$ cat config.mk
export PLATFORM = sky130hd
export DESIGN_NAME = cr16_control_fsm
export DESIGN_NICKNAME = d
export VERILOG_FILES = /design/src/rtl/cr16_control_fsm.sv
export SDC_FILE = /design/constraint.sdc
export NUM_CORES = 1
export LEC_CHECK = 0
export BUFFER_PORTS_ARGS = -buffer_cell sky130_fd_sc_hd__buf_2
export CAP_MARGIN = 30
export CELL_PAD_IN_SITES_DETAIL_PLACEMENT = 0
export CELL_PAD_IN_SITES_GLOBAL_PLACEMENT = 1
export CORE_ASPECT_RATIO = 2
export CORE_UTILIZATION = 47
export CTS_CLUSTER_SIZE = 30
export DETAILED_ROUTE_END_ITERATION = 10
export GPL_ROUTABILITY_DRIVEN = 1
export PLACE_DENSITY = 0.94
export SETUP_SLACK_MARGIN = 0.4
export SYNTH_ARGS = -nofsm -noshare
export SYNTH_HDL_FRONTEND = slang
export SYNTH_SLANG_ARGS = --single-unit
$ cat constraint.sdc
create_clock -name I_CLK -period 9.2 [get_ports I_CLK]
set_clock_uncertainty 0.2 [all_clocks]
set_input_delay 0.92 -clock I_CLK [delete_from_list [all_inputs] [get_ports I_CLK]]
set_output_delay 0.92 -clock I_CLK [all_outputs]
set_load 0.02 [all_outputs]
$ cat src/rtl/cr16_control_fsm.sv
// cr16_control_fsm
// Multi-cycle controller for the CR16 datapath. It fetches one 16-bit
// instruction at a time over a req/valid handshake and decodes the register,
// immediate and Bcond subset. During one execute cycle it drives the
// datapath's write-enable, register-select, immediate, opcode and enable
// inputs. Conditional branches are resolved against the datapath's
// registered flags.
//
// Ports
//   I_CLK, I_RESET          clock (rising edge), asynchronous active-high reset
//   I_RUN                   1 = keep fetching; 0 = stop after current instruction
//   O_FETCH_REQ, O_PC       instruction request (held until I_FETCH_VALID) and
//                           word address
//   I_FETCH_VALID, I_INSTR  instruction return
//   I_STATUS_FLAGS          {N,Z,F,L,C} from the datapath
//   O_ENABLE                ALU / flag-register enable
//   O_REG_WRITE_ENABLE      one-hot register write enable
//   O_REG_A_SELECT          Rsrc select
//   O_REG_B_SELECT          Rdest select
//   O_IMMEDIATE_SELECT      immediate drives the ALU A input
//   O_IMMEDIATE             extended immediate
//   O_OPCODE                ALU opcode
//   O_HALTED                parked on an illegal instruction
module cr16_control_fsm #(
    parameter logic [15:0] RESET_PC        = 16'h0000,
    parameter bit          HALT_ON_ILLEGAL = 1'b1
) (
    input  logic        I_CLK,
    input  logic        I_RESET,
    input  logic        I_RUN,
    output logic        O_FETCH_REQ,
    output logic [15:0] O_PC,
    input  logic        I_FETCH_VALID,
    input  logic [15:0] I_INSTR,
    input  logic [4:0]  I_STATUS_FLAGS,
    output logic        O_ENABLE,
    output logic [15:0] O_REG_WRITE_ENABLE,
    output logic [3:0]  O_REG_A_SELECT,
    output logic [3:0]  O_REG_B_SELECT,
    output logic        O_IMMEDIATE_SELECT,
    output logic [15:0] O_IMMEDIATE,
    output logic [3:0]  O_OPCODE,
    output logic        O_HALTED
);

    typedef enum logic [2:0] {
        S_IDLE,
        S_FETCH,
        S_DECODE,
        S_EXECUTE,
        S_HALT
    } state_t;

    localparam logic [3:0] OP_CMP = 4'hB;
    localparam logic [3:0] OP_BCOND = 4'hC;

    state_t      state;
    logic [15:0] instr_q;
    logic        branch_q;
    logic [3:0]  cond_q;
    logic [15:0] disp_q;

    logic [3:0]  op, rdest, ext, rsrc;
    logic [7:0]  imm8;
    logic [15:0] imm_sext, imm_zext;

    assign op       = instr_q[15:12];
    assign rdest    = instr_q[11:8];
    assign ext      = instr_q[7:4];
    assign rsrc     = instr_q[3:0];
    assign imm8     = instr_q[7:0];
    assign imm_sext = {{8{imm8[7]}}, imm8};
    assign imm_zext = {8'h00, imm8};

    // F and L are not consumed by any supported branch condition.
    logic unused_flags;
    assign unused_flags = ^I_STATUS_FLAGS[2:1];

    function automatic logic is_alu_code(input logic [3:0] code);
        case (code)
            4'h1, 4'h2, 4'h3, 4'h5, 4'h9, 4'hB, 4'hD: is_alu_code = 1'b1;
            default:                                  is_alu_code = 1'b0;
        endcase
    endfunction

    function automatic logic is_cond_code(input logic [3:0] code);
        case (code)
            4'h0, 4'h1, 4'h2, 4'h3, 4'h6, 4'hE: is_cond_code = 1'b1;
            default:                            is_cond_code = 1'b0;
        endcase
    endfunction

    logic        dec_legal, dec_alu, dec_branch, dec_isel;
    logic [3:0]  dec_opcode, dec_a, dec_b;
    logic [15:0] dec_imm, dec_we;

    // Decode of the latched instruction. Everything defaults to zero, so an
    // illegal encoding falls out as a NOP: no enable, no write, no branch.
    // Arithmetic immediates (ADD/SUB/CMP/MOV) are sign-extended and logical
    // ones zero-extended. CMP only updates flags and never writes a register.
    always_comb begin
        dec_legal  = 1'b0;
        dec_alu    = 1'b0;
        dec_branch = 1'b0;
        dec_isel   = 1'b0;
        dec_opcode = 4'h0;
        dec_a      = 4'h0;
        dec_b      = 4'h0;
        dec_imm    = 16'h0000;
        dec_we     = 16'h0000;
        if (op == 4'h0 && is_alu_code(ext)) begin
            dec_legal  = 1'b1;
            dec_alu    = 1'b1;
            dec_opcode = ext;
            dec_a      = rsrc;
            dec_b      = rdest;
            dec_we     = (ext == OP_CMP) ? 16'h0000 : (16'h0001 << rdest);
        end else if (op != 4'h0 && is_alu_code(op)) begin
            dec_legal  = 1'b1;
            dec_alu    = 1'b1;
            dec_isel   = 1'b1;
            dec_opcode = op;
            dec_b      = rdest;
            dec_imm    = (op == 4'h1 || op == 4'h2 || op == 4'h3) ? imm_zext : imm_sext;
            dec_we     = (op == OP_CMP) ? 16'h0000 : (16'h0001 << rdest);
        end else if (op == OP_BCOND && is_cond_code(rdest)) begin
            dec_legal  = 1'b1;
            dec_branch = 1'b1;
        end
    end

    logic taken;

    // Branch resolution against the live flags during the execute cycle.
    // Flags are {N,Z,F,L,C}; GT in this subset tests N.
    always_comb begin
        taken = 1'b0;
        case (cond_q)
            4'h0:    taken = I_STATUS_FLAGS[3];
            4'h1:    taken = ~I_STATUS_FLAGS[3];
            4'h2:    taken = I_STATUS_FLAGS[0];
            4'h3:    taken = ~I_STATUS_FLAGS[0];
            4'h6:    taken = I_STATUS_FLAGS[4];
            4'hE:    taken = 1'b1;
            default: taken = 1'b0;
        endcase
    end

    // Main controller. Every output is a register. Datapath controls are
    // loaded on the decode edge and cleared on the execute edge, so they are
    // non-zero only during the single execute cycle. The PC advances on the
    // execute edge, wrapping naturally at 16 bits.
    always_ff @(posedge I_CLK or posedge I_RESET) begin
        if (I_RESET) begin
            state              <= S_IDLE;
            O_PC               <= RESET_PC;
            O_FETCH_REQ        <= 1'b0;
            O_ENABLE           <= 1'b0;
            O_REG_WRITE_ENABLE <= 16'h0000;
            O_REG_A_SELECT     <= 4'h0;
            O_REG_B_SELECT     <= 4'h0;
            O_IMMEDIATE_SELECT <= 1'b0;
            O_IMMEDIATE        <= 16'h0000;
            O_OPCODE           <= 4'h0;
            O_HALTED           <= 1'b0;
            instr_q            <= 16'h0000;
            branch_q           <= 1'b0;
            cond_q             <= 4'h0;
            disp_q             <= 16'h0000;
        end else begin
            case (state)
                S_IDLE: begin
                    if (I_RUN) begin
                        state       <= S_FETCH;
                        O_FETCH_REQ <= 1'b1;
                    end
                end
                S_FETCH: begin
                    if (I_FETCH_VALID) begin
                        instr_q     <= I_INSTR;
                        O_FETCH_REQ <= 1'b0;
                        state       <= S_DECODE;
                    end
                end
                S_DECODE: begin
                    if (!dec_legal && HALT_ON_ILLEGAL) begin
                        state    <= S_HALT;
                        O_HALTED <= 1'b1;
                    end else begin
                        state              <= S_EXECUTE;
                        O_ENABLE           <= dec_alu;
                        O_REG_WRITE_ENABLE <= dec_we;
                        O_REG_A_SELECT     <= dec_a;
                        O_REG_B_SELECT     <= dec_b;
                        O_IMMEDIATE_SELECT <= dec_isel;
                        O_IMMEDIATE        <= dec_imm;
                        O_OPCODE           <= dec_opcode;
                        branch_q           <= dec_branch;
                        cond_q             <= rdest;
                        disp_q             <= imm_sext;
                    end
                end
                S_EXECUTE: begin
                    O_ENABLE           <= 1'b0;
                    O_REG_WRITE_ENABLE <= 16'h0000;
                    O_REG_A_SELECT     <= 4'h0;
                    O_REG_B_SELECT     <= 4'h0;
                    O_IMMEDIATE_SELECT <= 1'b0;
                    O_IMMEDIATE        <= 16'h0000;
                    O_OPCODE           <= 4'h0;
                    branch_q           <= 1'b0;
                    O_PC               <= (branch_q && taken) ? O_PC + disp_q : O_PC + 16'd1;
                    if (I_RUN) begin
                        state       <= S_FETCH;
                        O_FETCH_REQ <= 1'b1;
                    end else begin
                        state <= S_IDLE;
                    end
                end
                S_HALT: begin
                    O_HALTED <= 1'b1;
                end
                default: begin
                    state <= S_IDLE;
                end
            endcase
        end
    end

endmodule
**Word level (Yosys, flattened, before mapping)**

Cells that the tools add are included.

- Add/sub/neg operators: 2
- Equality and inequality tests: 34
- Shift operators: 1
- Muxes and demuxes: 54
- Bitwise operators: 3
- Reductions and logical operators: 24

Operator list:

| kind | number |
|---|---|
| 2-to-1 mux 16 bit | 10 |
| case mux 16 bit (2 select lines) | 2 |
| equality test 4 bit, second input constant | 9 |
| equality test 4 x 2 -> 1 bit, second input constant | 8 |
| 2-to-1 mux 4 bit | 8 |
| case mux 4 bit (2 select lines) | 3 |
| 2-to-1 mux 1 bit | 21 |
| adder 16 x 1 -> 16 bit, second input constant | 1 |
| adder 16 bit | 1 |
| equality test 4 x 1 -> 1 bit, second input constant | 4 |
| equality test 4 x 3 -> 1 bit, second input constant | 4 |
| left shift 1 x 4 -> 16 bit, first input constant | 1 |
| case mux 3 bit (5 select lines) | 1 |
| OR reduction 7 bit | 2 |
| zero test 4 bit | 3 |
| case mux 1 bit (2 select lines) | 5 |
| 2-to-1 mux 3 bit | 3 |
| inequality test 2 bit, second input constant | 4 |
| AND reduction 2 bit | 4 |
| equality test 3 x 2 -> 1 bit, second input constant | 2 |
| case mux 1 bit (6 select lines) | 1 |
| AND reduction 3 bit | 2 |
| nonzero test 2 bit | 3 |
| OR reduction 6 bit | 1 |
| 9 further kinds | 15 |

- Bits in registers: 96
- Bits of input ports: 25
- Logic and storage cells: 133

**Depth between registers and ports, before layout**

Gate-level depths: netlist of the first run.

- Depth in word-level cells: 14
- Depth in mapped cells: 13

**Least setup slack after synthesis of the first run**

No wires, ideal clock.

- Path kind: input-to-reg
- Start: in I_STATUS_FLAGS[4]
- End: reg O_PC[12]
- Arrival time: 3.422 ns
- Setup slack: 5.483 ns
- Stages: 10
- Path buffers: 0
- Cell sequence: or2_2 -> a32oi_1 -> nor4b_2 -> ha_1 -> a21o_1 -> or3_1 -> o2111ai_1 -> a21oi_1 -> o21a_1 -> o31ai_1

- Word-level cells in the longest chain between the ends: 3

Ends and longest elaborated chain:

| what | line | source |
|---|---|---|
| start: declaration | 35 | `input logic [4:0] I_STATUS_FLAGS,` |
| case mux 1 bit (6 select lines) | 138 | `case (cond_q)` |
| logical AND 1 bit | 212 | `O_PC <= (branch_q && taken) ? O_PC + disp_q : O_PC + 16'd1;` |
| 2-to-1 mux 16 bit | 212 |  |
| end signal: assignment | 212 |  |
| end: declaration | 32 | `output logic [15:0] O_PC,` |

Every way passes these cells.
A chain may end at the register's enable or synchronous reset.

**Worst setup path after layout of the first run**

- Start: in I_STATUS_FLAGS[4]
- End: reg O_PC[13]

Same word-level chain as after synthesis.

==> impl_results.html, run 1 <==
<table>
<tr><th>Metric</th><th>Value</th></tr>
<tr><th colspan="2">Global routing</th></tr>
<tr><td>Number of global-route vias before repair</td><td>3,625</td></tr>
<tr><td>Remaining Overflow, GRT</td><td>0</td></tr>
<tr><td>Number of antenna violations at the first check in global routing</td><td>0</td></tr>
<tr><td>Global-route wire length before repair</td><td>17,800 um</td></tr>
<tr><td>Maximum number of pins on one net before global-route repair</td><td>59</td></tr>
<tr><td>Total track usage</td><td>22.4%</td></tr>
<tr><th colspan="2">Yosys</th></tr>
<tr><td>Ranking of synthesized cells by area</td><td>dfrtp_1 47%, mux2_2 6.4%, nand2_1 4.4%</td></tr>
<tr><td>Number of nets produced by synthesis</td><td>490</td></tr>
<tr><td>Cell type with the largest total area after synthesis</td><td>dfrtp_1</td></tr>
<tr><td>Register area share after synthesis</td><td>46.9%</td></tr>
<tr><td>Top FF cell, synth</td><td>dfrtp_1</td></tr>
<tr><td>Fraction of registers with async set or reset after synthesis</td><td>100%</td></tr>
<tr><td>Post-synthesis sequential element count</td><td>89</td></tr>
<tr><td>Count of different cell masters after synthesis</td><td>70</td></tr>
<tr><td>Count of flip-flops with a built-in enable after synthesis</td><td>0</td></tr>
<tr><td>Mapped Avg Cell Area</td><td>10.6 um^2</td></tr>
<tr><td>Cell Area, Synth</td><td>4750 um^2</td></tr>
<tr><td>Share of the synthesized area in the top cell type</td><td>46.9%</td></tr>
<tr><td>Synth Instances</td><td>449</td></tr>
<tr><td>Yosys warning count</td><td>0</td></tr>
<tr><th colspan="2">Detailed routing</th></tr>
<tr><td>Total wirelength of the detailed-routed design</td><td>10,800 um</td></tr>
<tr><td>DR pass1 iterations</td><td>5</td></tr>
<tr><td>Count of nets left with antenna violations after detail routing</td><td>0</td></tr>
<tr><td>Average routed wire per standard cell</td><td>16.3 um</td></tr>
<tr><td>Number of vias after detailed routing</td><td>3,601</td></tr>
<tr><td>Drt initial violations</td><td>185</td></tr>
<tr><td>Residual DRC</td><td>0</td></tr>
<tr><td>Mean number of vias per cell</td><td>5.42</td></tr>
<tr><th colspan="2">Clock tree</th></tr>
<tr><td>Cells resized by post-CTS repair</td><td>0</td></tr>
<tr><td>Clock latency reported for the late side of the worst-skew pair</td><td>0.34 ns</td></tr>
<tr><td>Deepest clock path buffer count</td><td>2</td></tr>
<tr><td>Number of setup buffers added after CTS</td><td>0</td></tr>
<tr><td>Total of hold buffers inserted after clock tree synthesis</td><td>0</td></tr>
<tr><td>Clock tree from TritonCTS</td><td>yes</td></tr>
<tr><td>Clock transition time at the flip-flop clock pins of the worst setup and hold paths</td><td>0.06 ns</td></tr>
<tr><td>Clock Sink Count</td><td>89</td></tr>
<tr><td>Clock H-tree levels</td><td>3</td></tr>
<tr><td>Clock Tree Root</td><td>clkbuf_16</td></tr>
<tr><td>Number of buffers created by CTS</td><td>9</td></tr>
<tr><th colspan="2">Timing</th></tr>
<tr><td>Final period demand of the worst path</td><td>3.91 ns</td></tr>
<tr><td>Headroom to the max-slew limit</td><td>43.2%</td></tr>
<tr><td>Timing-limited maximum frequency</td><td>0.256 GHz</td></tr>
<tr><td>Setup WS post-layout</td><td>5.29 ns</td></tr>
<tr><td>Crit share post-route</td><td>42.5%</td></tr>
<tr><td>Pins over their slew limit</td><td>0</td></tr>
<tr><td>Setup TNS</td><td>0 ns</td></tr>
<tr><td>Tightest Pin Transition</td><td>0.850 ns</td></tr>
<tr><td>Hold Vio Cnt, Final</td><td>0</td></tr>
<tr><td>Setup Viol. Count Final</td><td>0</td></tr>
<tr><td>RSZ-0062 raised after global routing</td><td>false</td></tr>
<tr><th colspan="2">Finish</th></tr>
<tr><td>Register Area</td><td>2230 um^2</td></tr>
<tr><td>Number of nets in the layout</td><td>568</td></tr>
<tr><td>Layout cell share with drive strength beyond 1</td><td>28.4%</td></tr>
<tr><td>Most frequent cells in the layout</td><td>89 x dfrtp_1, 86 x buf_2, 56 x nand2_1, 27 x inv_1, 27 x mux2_2</td></tr>
<tr><td>Area added between synthesis and finish</td><td>16.2%</td></tr>
<tr><td>Multi-input combinational cell area</td><td>2240 um^2</td></tr>
<tr><td>Commonest non-fill, non-tap cell in the layout</td><td>dfrtp_1</td></tr>
<tr><td>Inserted Diodes</td><td>0</td></tr>
<tr><td>Count of filler cells inserted in the layout</td><td>848</td></tr>
<tr><th colspan="2">Placed design</th></tr>
<tr><td># port buffers</td><td>86</td></tr>
<tr><td>Worst setup slack after placement</td><td>4.97 ns</td></tr>
<tr><td>DPL Wire Length</td><td>7980 um</td></tr>
<tr><td>Routability congestion estimate from global placement</td><td>0.874</td></tr>
<tr><th colspan="2">Setup path</th></tr>
<tr><td>Critical Path AT</td><td>3.97 ns</td></tr>
<tr><td>Logic depth of the worst register-to-register path</td><td>12</td></tr>
<tr><td>Flop2flop setup slack</td><td>5.51 ns</td></tr>
<tr><td>Required @ worst endpoint</td><td>9.25 ns</td></tr>
<tr><td>Type of the worst setup path</td><td>in2reg</td></tr>
<tr><td>Startpoint Class</td><td>input pin</td></tr>
<tr><td>Reg-to-reg startpoint</td><td>cond_q[0]</td></tr>
<tr><td>Maximum fanout encountered on the critical timing path</td><td>7</td></tr>
<tr><td>Critical path endpoint category</td><td>flop</td></tr>
<tr><td>Worst reg2reg path endpoint</td><td>O_PC[13]</td></tr>
<tr><th colspan="2">Floorplanning</th></tr>
<tr><td>Chip Height</td><td>144 um</td></tr>
<tr><td>Number of I/O pins</td><td>89</td></tr>
<tr><td>Area of the core</td><td>9760 um^2</td></tr>
<tr><td>Initial standard-cell utilization of the core</td><td>48.7%</td></tr>
<tr><td>Number of core rows</td><td>51</td></tr>
<tr><td>Floorplan die area</td><td>10,500 um^2</td></tr>
<tr><td>Width of the die</td><td>73.1 um</td></tr>
<tr><th colspan="2">Min path</th></tr>
<tr><td>Hold Path Stages</td><td>1</td></tr>
<tr><td>Worst min path class</td><td>reg2reg</td></tr>
<tr><td>Worst hold path startpoint</td><td>O_PC[15]</td></tr>
<tr><td>Endpoint, Worst Hold</td><td>O_PC[15]</td></tr>
<tr><th colspan="2">Power</th></tr>
<tr><td>Total power density per cell area</td><td>373 nW/um^2</td></tr>
<tr><td>Maximum resistive drop on vdd</td><td>0.000269 V</td></tr>
<tr><td>Leak pwr</td><td>0.00272 uW</td></tr>
<tr><th colspan="2">Flow run</th></tr>
<tr><td>Max-capacitance violation count</td><td>0</td></tr>
<tr><th colspan="2">Outcome</th></tr>
<tr><td>Outcome</td><td>finished clean</td></tr>
</table>
## worst max-delay path, stage by stage
cell and delay [ns]:
buf_2 0.10, or2_2 0.10, a32oi_1 0.13, nor3_1 0.66
nand2_1 0.21, inv_1 0.12, ha_1 0.24, a21oi_1 0.21
o21bai_1 0.13, or4_4 0.47, a311oi_1 0.41, nand4_1 0.15
o211ai_1 0.12
## power by group
part,switching (uW),total [uW],leakage [uW],internal (uW)
sequential,167,731,0.00114,564
combinational,539,928,0.00142,389
clock,160,402,0.000158,242
total,866,2060,0.00272,1190
## cells in the mapped netlist (4+ instances only)
cell	n
nand3_1	8
nand2b_1	8
a21o_1	9
inv_1	28
o21a_1	5
dfrtp_1	89
and2_1	7
ha_1	15
a21oi_1	15
buf_6	6
nand2_1	56
buf_4	8
mux2_2	27
and3_1	4
mux2i_1	19
nor2_1	22
nand4_1	4
o21ai_0	19
a22o_1	13
nor2b_1	7
xor2_1	6
buf_2	4
## layout make-up
class | instances | area share (%)
multi-input combinational | 309 | 40.5
sequential | 89 | 40.4
timing repair buffer | 90 | 8.34
clock buffer | 10 | 4.15
tap | 132 | 2.99
inverter | 28 | 1.93
clock inverter | 6 | 1.72
## per-layer routing
layer / part of all wire [%] / track usage, % / vias to the layer above
li1: - / - / 1727
met1: 38 / 24.1 / 1748
met2: 55 / 40.2 / 95
met3: 3.9 / 4.25 / 31
met4: 3.5 / 12.2 / 0
met5: 0 / 0 / -
## flip-flops by register name, summed over array words and instances, names as in the netlist
name / cells
O_ENABLE: 1
O_FETCH_REQ: 1
O_HALTED: 1
O_IMMEDIATE: 9
O_IMMEDIATE_SELECT: 1
O_OPCODE: 4
O_PC: 16
O_REG_A_SELECT: 4
O_REG_B_SELECT: 4
O_REG_WRITE_ENABLE: 16
branch_q: 1
cond_q: 4
disp_q: 8
instr_q: 16
state: 3
## stage by stage
stage	cells	power [uW]	utilization, %	instance area [um^2]	hold slack [ns]
after CTS	664	2070	56.5	5520	0.276
after global placement	648	1630	53.2	5190	0.249
after detailed placement	648	1660	53.2	5190	0.265
after global routing	664	2190	56.5	5520	0.290
final	664	2060	56.5	5520	0.269
after floorplan	449	1420	-	4750	0.235
## worst max-delay path by stage
stage	endpoint	cells past startpoint	slack, ns	startpoint
2_1_floorplan	O_PC[12]	10	5.48	I_STATUS_FLAGS[4]
3_3_place_gp	O_PC[11]	13	5.02	I_STATUS_FLAGS[4]
3_5_place_dp	O_PC[13]	13	4.97	I_STATUS_FLAGS[4]
4_1_cts	O_PC[13]	13	5.31	I_STATUS_FLAGS[4]
5_1_grt	O_PC[13]	13	5.08	I_STATUS_FLAGS[4]
6_report	O_PC[13]	13	5.29	I_STATUS_FLAGS[4]
## kinds of logic (layout without fill, tap and decap cells)
logic type               after synthesis  after routing  synth area share, %
flip-flops                            89             89                 46.9
AND/OR/NAND/NOR                      143            143                 16.0
adder cells (fa/ha/maj)               16             16                 4.37
AO/OA/AOI/OAI                         93             93                 14.1
buffers and inverters                 51            134                 6.06
XOR/XNOR                               9              9                 1.66
multiplexers                          48             48                 11.0
(Power assumes the default switching activity.)
==> inputs of run 2 (changes only) <==
Settings changed: CORE_UTILIZATION 47 to 39, PLACE_DENSITY 0.94 to 0.84.
Clock period 9.2 ns to 3.5 ns, I/O delays scaled along.
==> run 2 against run 1 <==
Sequential power grew to 2.7 times the previous value. Critical path depth shrank 2. Flip-flop and latch count is the same. Via count rose by 0.25%. Register-to-register slack worse by 5.3 ns. Die area is 20% higher. Sequential share of layout area is 3.0 points lower. First-iteration DRC count fell by 47%. Utilization is 5.9 points lower. Final cell count increased by 4.5%. Wire length rose by 7.2%. Critical path type is now reg2reg. Critical endpoint is now O_PC[15]. Largest power group unchanged. Highest routed layer unchanged.
==> impl_results.html, run 2 (synthesis gave the netlist of run 1 again) <==
<table>
<tr><th>Metric</th><th>Value</th></tr>
<tr><th colspan="2">Detailed routing</th></tr>
<tr><td>Count of nets left with antenna violations after detail routing</td><td>0 (unchanged)</td></tr>
<tr><td>Number of vias after detailed routing</td><td>3,610 (+0.25%)</td></tr>
<tr><td>Drt initial violations</td><td>98 (-47%)</td></tr>
<tr><td>Mean number of vias per cell</td><td>5.20 (-4.1%)</td></tr>
<tr><td>DR pass1 iterations</td><td>4 (-1)</td></tr>
<tr><td>Residual DRC</td><td>0 (unchanged)</td></tr>
<tr><td>Average routed wire per standard cell</td><td>16.7 um (+2.6%)</td></tr>
<tr><td>Total wirelength of the detailed-routed design</td><td>11,600 um (+7.2%)</td></tr>
<tr><th colspan="2">Clock tree</th></tr>
<tr><td>Clock H-tree levels</td><td>3 (unchanged)</td></tr>
<tr><td>Clock transition time at the flip-flop clock pins of the worst setup and hold paths</td><td>0.06 ns (about the same)</td></tr>
<tr><td>Clock Tree Root</td><td>clkbuf_16</td></tr>
<tr><td>Clock Sink Count</td><td>89 (unchanged)</td></tr>
<tr><td>Number of buffers created by CTS</td><td>9 (unchanged)</td></tr>
<tr><td>Deepest clock path buffer count</td><td>2 (unchanged)</td></tr>
<tr><td>Clock tree from TritonCTS</td><td>yes</td></tr>
<tr><td>Clock latency reported for the late side of the worst-skew pair</td><td>0.33 ns (about the same)</td></tr>
<tr><th colspan="2">Setup path</th></tr>
<tr><td>Critical Path AT</td><td>3.32 ns (-0.65 ns)</td></tr>
<tr><td>Cell with the most instances on the worst path</td><td>buf_4</td></tr>
<tr><td>Delay of the slowest critical-path stage</td><td>0.42 ns (-0.24 ns)</td></tr>
<tr><td>Type of the worst setup path</td><td>reg2reg</td></tr>
<tr><td>Startpoint Class</td><td>flop</td></tr>
<tr><td>Maximum fanout encountered on the critical timing path</td><td>7 (unchanged)</td></tr>
<tr><td>Critical path endpoint category</td><td>flop</td></tr>
<tr><td>Required @ worst endpoint</td><td>3.56 ns (-5.69 ns)</td></tr>
<tr><td>Series of cell instances along the critical path</td><td>or3b_4 &gt; a32oi_4 &gt; buf_4 &gt; nor4b_4 &gt; buf_4 &gt; ha_2 &gt; and3_1 &gt; a311o_1 &gt; or2_1 &gt; o2111ai_2 &gt; xnor2_1</td></tr>
<tr><td>Max stage delay cell, worst path</td><td>dfrtp_1</td></tr>
<tr><th colspan="2">Power</th></tr>
<tr><td>Maximum resistive drop on vdd</td><td>0.000641 V (+140%)</td></tr>
<tr><td>Clock share of power</td><td>16.8% (-2.7 points)</td></tr>
<tr><td>Leak pwr</td><td>0.00279 uW (+2.8%)</td></tr>
<tr><td>Comb power frac</td><td>49.2% (+4.2 points)</td></tr>
<tr><td>Int Pwr</td><td>3270 uW (+170%)</td></tr>
<tr><td>Switching portion of total power</td><td>42.7% (+0.66 points)</td></tr>
<tr><td>Sw Pwr</td><td>2440 uW (+180%)</td></tr>
<tr><td>Total power density per cell area</td><td>957 nW/um^2 (+160%)</td></tr>
<tr><td>Share of total power in sequential cells</td><td>34.1% (-1.4 points)</td></tr>
<tr><td>Post-layout power</td><td>5710 uW (+180%)</td></tr>
<tr><th colspan="2">Finish</th></tr>
<tr><td>Final standard cell count with taps included and fillers excluded</td><td>694 (+4.5%)</td></tr>
<tr><td>Commonest non-fill, non-tap cell in the layout</td><td>dfrtp_1</td></tr>
<tr><td>Util after Layout</td><td>50.7% (-5.9 points)</td></tr>
<tr><td>Layout cell share with drive strength beyond 1</td><td>37.9% (+9.5 points)</td></tr>
<tr><td>Largest registers</td><td>O_PC x16, O_REG_WRITE_ENABLE x16, instr_q x16</td></tr>
<tr><td>Most frequent cells in the layout</td><td>88 x dfrtp_1, 86 x buf_2, 54 x nand2_1, 27 x mux2_2, 25 x inv_1</td></tr>
<tr><td>Number of nets in the layout</td><td>586 (+3.2%)</td></tr>
<tr><td>Area added between synthesis and finish</td><td>25.5%</td></tr>
<tr><td>Inserted Diodes</td><td>0 (unchanged)</td></tr>
<tr><th colspan="2">Timing</th></tr>
<tr><td>Timing-limited maximum frequency</td><td>0.306 GHz</td></tr>
<tr><td>Post-route worst hold slack</td><td>0.0386 ns (-0.231 ns)</td></tr>
<tr><td>RSZ-0062 raised after global routing</td><td>true</td></tr>
<tr><td>Setup TNS</td><td>0 ns (unchanged)</td></tr>
<tr><td>Hold Vio Cnt, Final</td><td>0 (unchanged)</td></tr>
<tr><td>Setup Viol. Count Final</td><td>0 (unchanged)</td></tr>
<tr><td>Final period demand of the worst path</td><td>3.27 ns</td></tr>
<tr><td>Pins over their slew limit</td><td>0 (unchanged)</td></tr>
<tr><td>Headroom to the max-slew limit</td><td>49.8% (+6.7 points)</td></tr>
<tr><td>Crit share post-route</td><td>93.3%</td></tr>
<tr><td>Tightest Pin Transition</td><td>0.753 ns (-0.0979 ns)</td></tr>
<tr><th colspan="2">Floorplanning</th></tr>
<tr><td>Number of I/O pins</td><td>89 (unchanged)</td></tr>
<tr><td>Area of the core</td><td>11,800 um^2 (+21%)</td></tr>
<tr><td>Initial standard-cell utilization of the core</td><td>40.4% (-8.3 points)</td></tr>
<tr><td>Chip Height</td><td>158 um (+9.6%)</td></tr>
<tr><td>Width of the die</td><td>80.0 um (+9.5%)</td></tr>
<tr><td>Floorplan die area</td><td>12,700 um^2 (+20%)</td></tr>
<tr><td>Number of core rows</td><td>56 (+9.8%)</td></tr>
<tr><th colspan="2">Min path</th></tr>
<tr><td>Worst min path class</td><td>in2reg</td></tr>
<tr><th colspan="2">Placed design</th></tr>
<tr><td>DPL Wire Length</td><td>8450 um (+5.9%)</td></tr>
<tr><td>Routability congestion estimate from global placement</td><td>0.827 (-5.4%)</td></tr>
<tr><td># port buffers</td><td>86 (unchanged)</td></tr>
<tr><td>Count of placed standard cells including taps</td><td>671 (+3.5%)</td></tr>
<tr><th colspan="2">Outcome</th></tr>
<tr><td>Outcome</td><td>finished clean</td></tr>
<tr><th colspan="2">Global routing</th></tr>
<tr><td>Total track usage</td><td>19.2% (-3.2 points)</td></tr>
<tr><td>Number of antenna violations at the first check in global routing</td><td>0 (unchanged)</td></tr>
<tr><td>Maximum number of pins on one net before global-route repair</td><td>90 (+53%)</td></tr>
<tr><td>Number of global-route vias before repair</td><td>3,785 (+4.4%)</td></tr>
<tr><td>Global-route wire length before repair</td><td>18,600 um (+4.3%)</td></tr>
<tr><td>Remaining Overflow, GRT</td><td>0 (unchanged)</td></tr>
<tr><th colspan="2">Flow run</th></tr>
<tr><td>Max-capacitance violation count</td><td>0 (unchanged)</td></tr>
</table>
## run 2: cell types whose count changed in the layout (fill, tap and decap cells not counted), sizes merged
cell,change
inv,-2
clkinvlp,+4
clkbuf,-1
dlygate4sd3,+1
clkinv,-1
bufinv,-1
buf,+17
## run 2: final cells by class
cell class,instances,area [um^2]
Clock inverter,6,68.8
Fill cell,1105,5810
Inverter,28,106
Tap cell,145,181
Multi-Input combinational cell,309,2530
Sequential cell,89,2230
Timing Repair Buffer,108,622
Clock buffer,9,225
## run 2: per-layer routing
layer	routed length, um	part of all wire, %	global-route usage (%)
met5	0	0	0
met4	191	1.6	8.25
met3	268	2.3	2.48
met2	6730	58	36.2
met1	4400	38	21.0
## run 2: final timing paths
path / slack, ns / to / from / depth (start not counted)
max: 0.23 / O_PC[15] / cond_q[1] / 11
min: 0.04 / instr_q[15] / I_INSTR[15] / 3
max reg2reg: 0.23 / O_PC[15] / cond_q[1] / 11
min reg2reg: 0.26 / O_PC[15] / O_PC[15] / 1
max in group asynchronous: 2.24 / cond_q[0] / I_RESET / 4
min in group asynchronous: 0.45 / O_PC[0] / I_RESET / 4
## run 2: timing repair
action                                 4_1_cts  5_1_grt
setup endpoints to repair                   10       10
hold buffers                                 1        0
cloned                                       0        0
pin swaps                                   11       20
resized for setup                           21       35
endpoints found under the hold margin       89        0
setup buffers                                6        1
## run 2: worst max-delay path, delay by kind of cell (launching register included)
kind | cells | cell delay, ns
and+or+nand+nor | 4 | 1.12
AOI/OAI and AO/OA | 3 | 0.60
DFF | 1 | 0.42
buffers and inverters | 2 | 0.40
adders and majority gates | 1 | 0.32
xor gates and xnor gates | 1 | 0.14
## run 2: per-stage QoR
| stage | cell area (um^2) | setup slack [ns] |
|---|---|---|
| floorplan | 4800 | 0.369 |
| global placement | 5350 | 0.0970 |
| detailed placement | 5350 | 0.0619 |
| CTS | 5800 | 0.216 |
| global route | 5960 | 0.0949 |
| finish | 5960 | 0.233 |
## run 2: power groups by stage
stage | Clock [uW] | Sequential [uW] | Combinational [uW]
after floorplan | 0 | 2120 | 1670
after global placement | 0 | 1920 | 2490
after detailed placement | 0 | 1940 | 2560
after CTS | 983 | 1930 | 2690
after global routing | 1020 | 2020 | 3060
final | 958 | 1940 | 2810
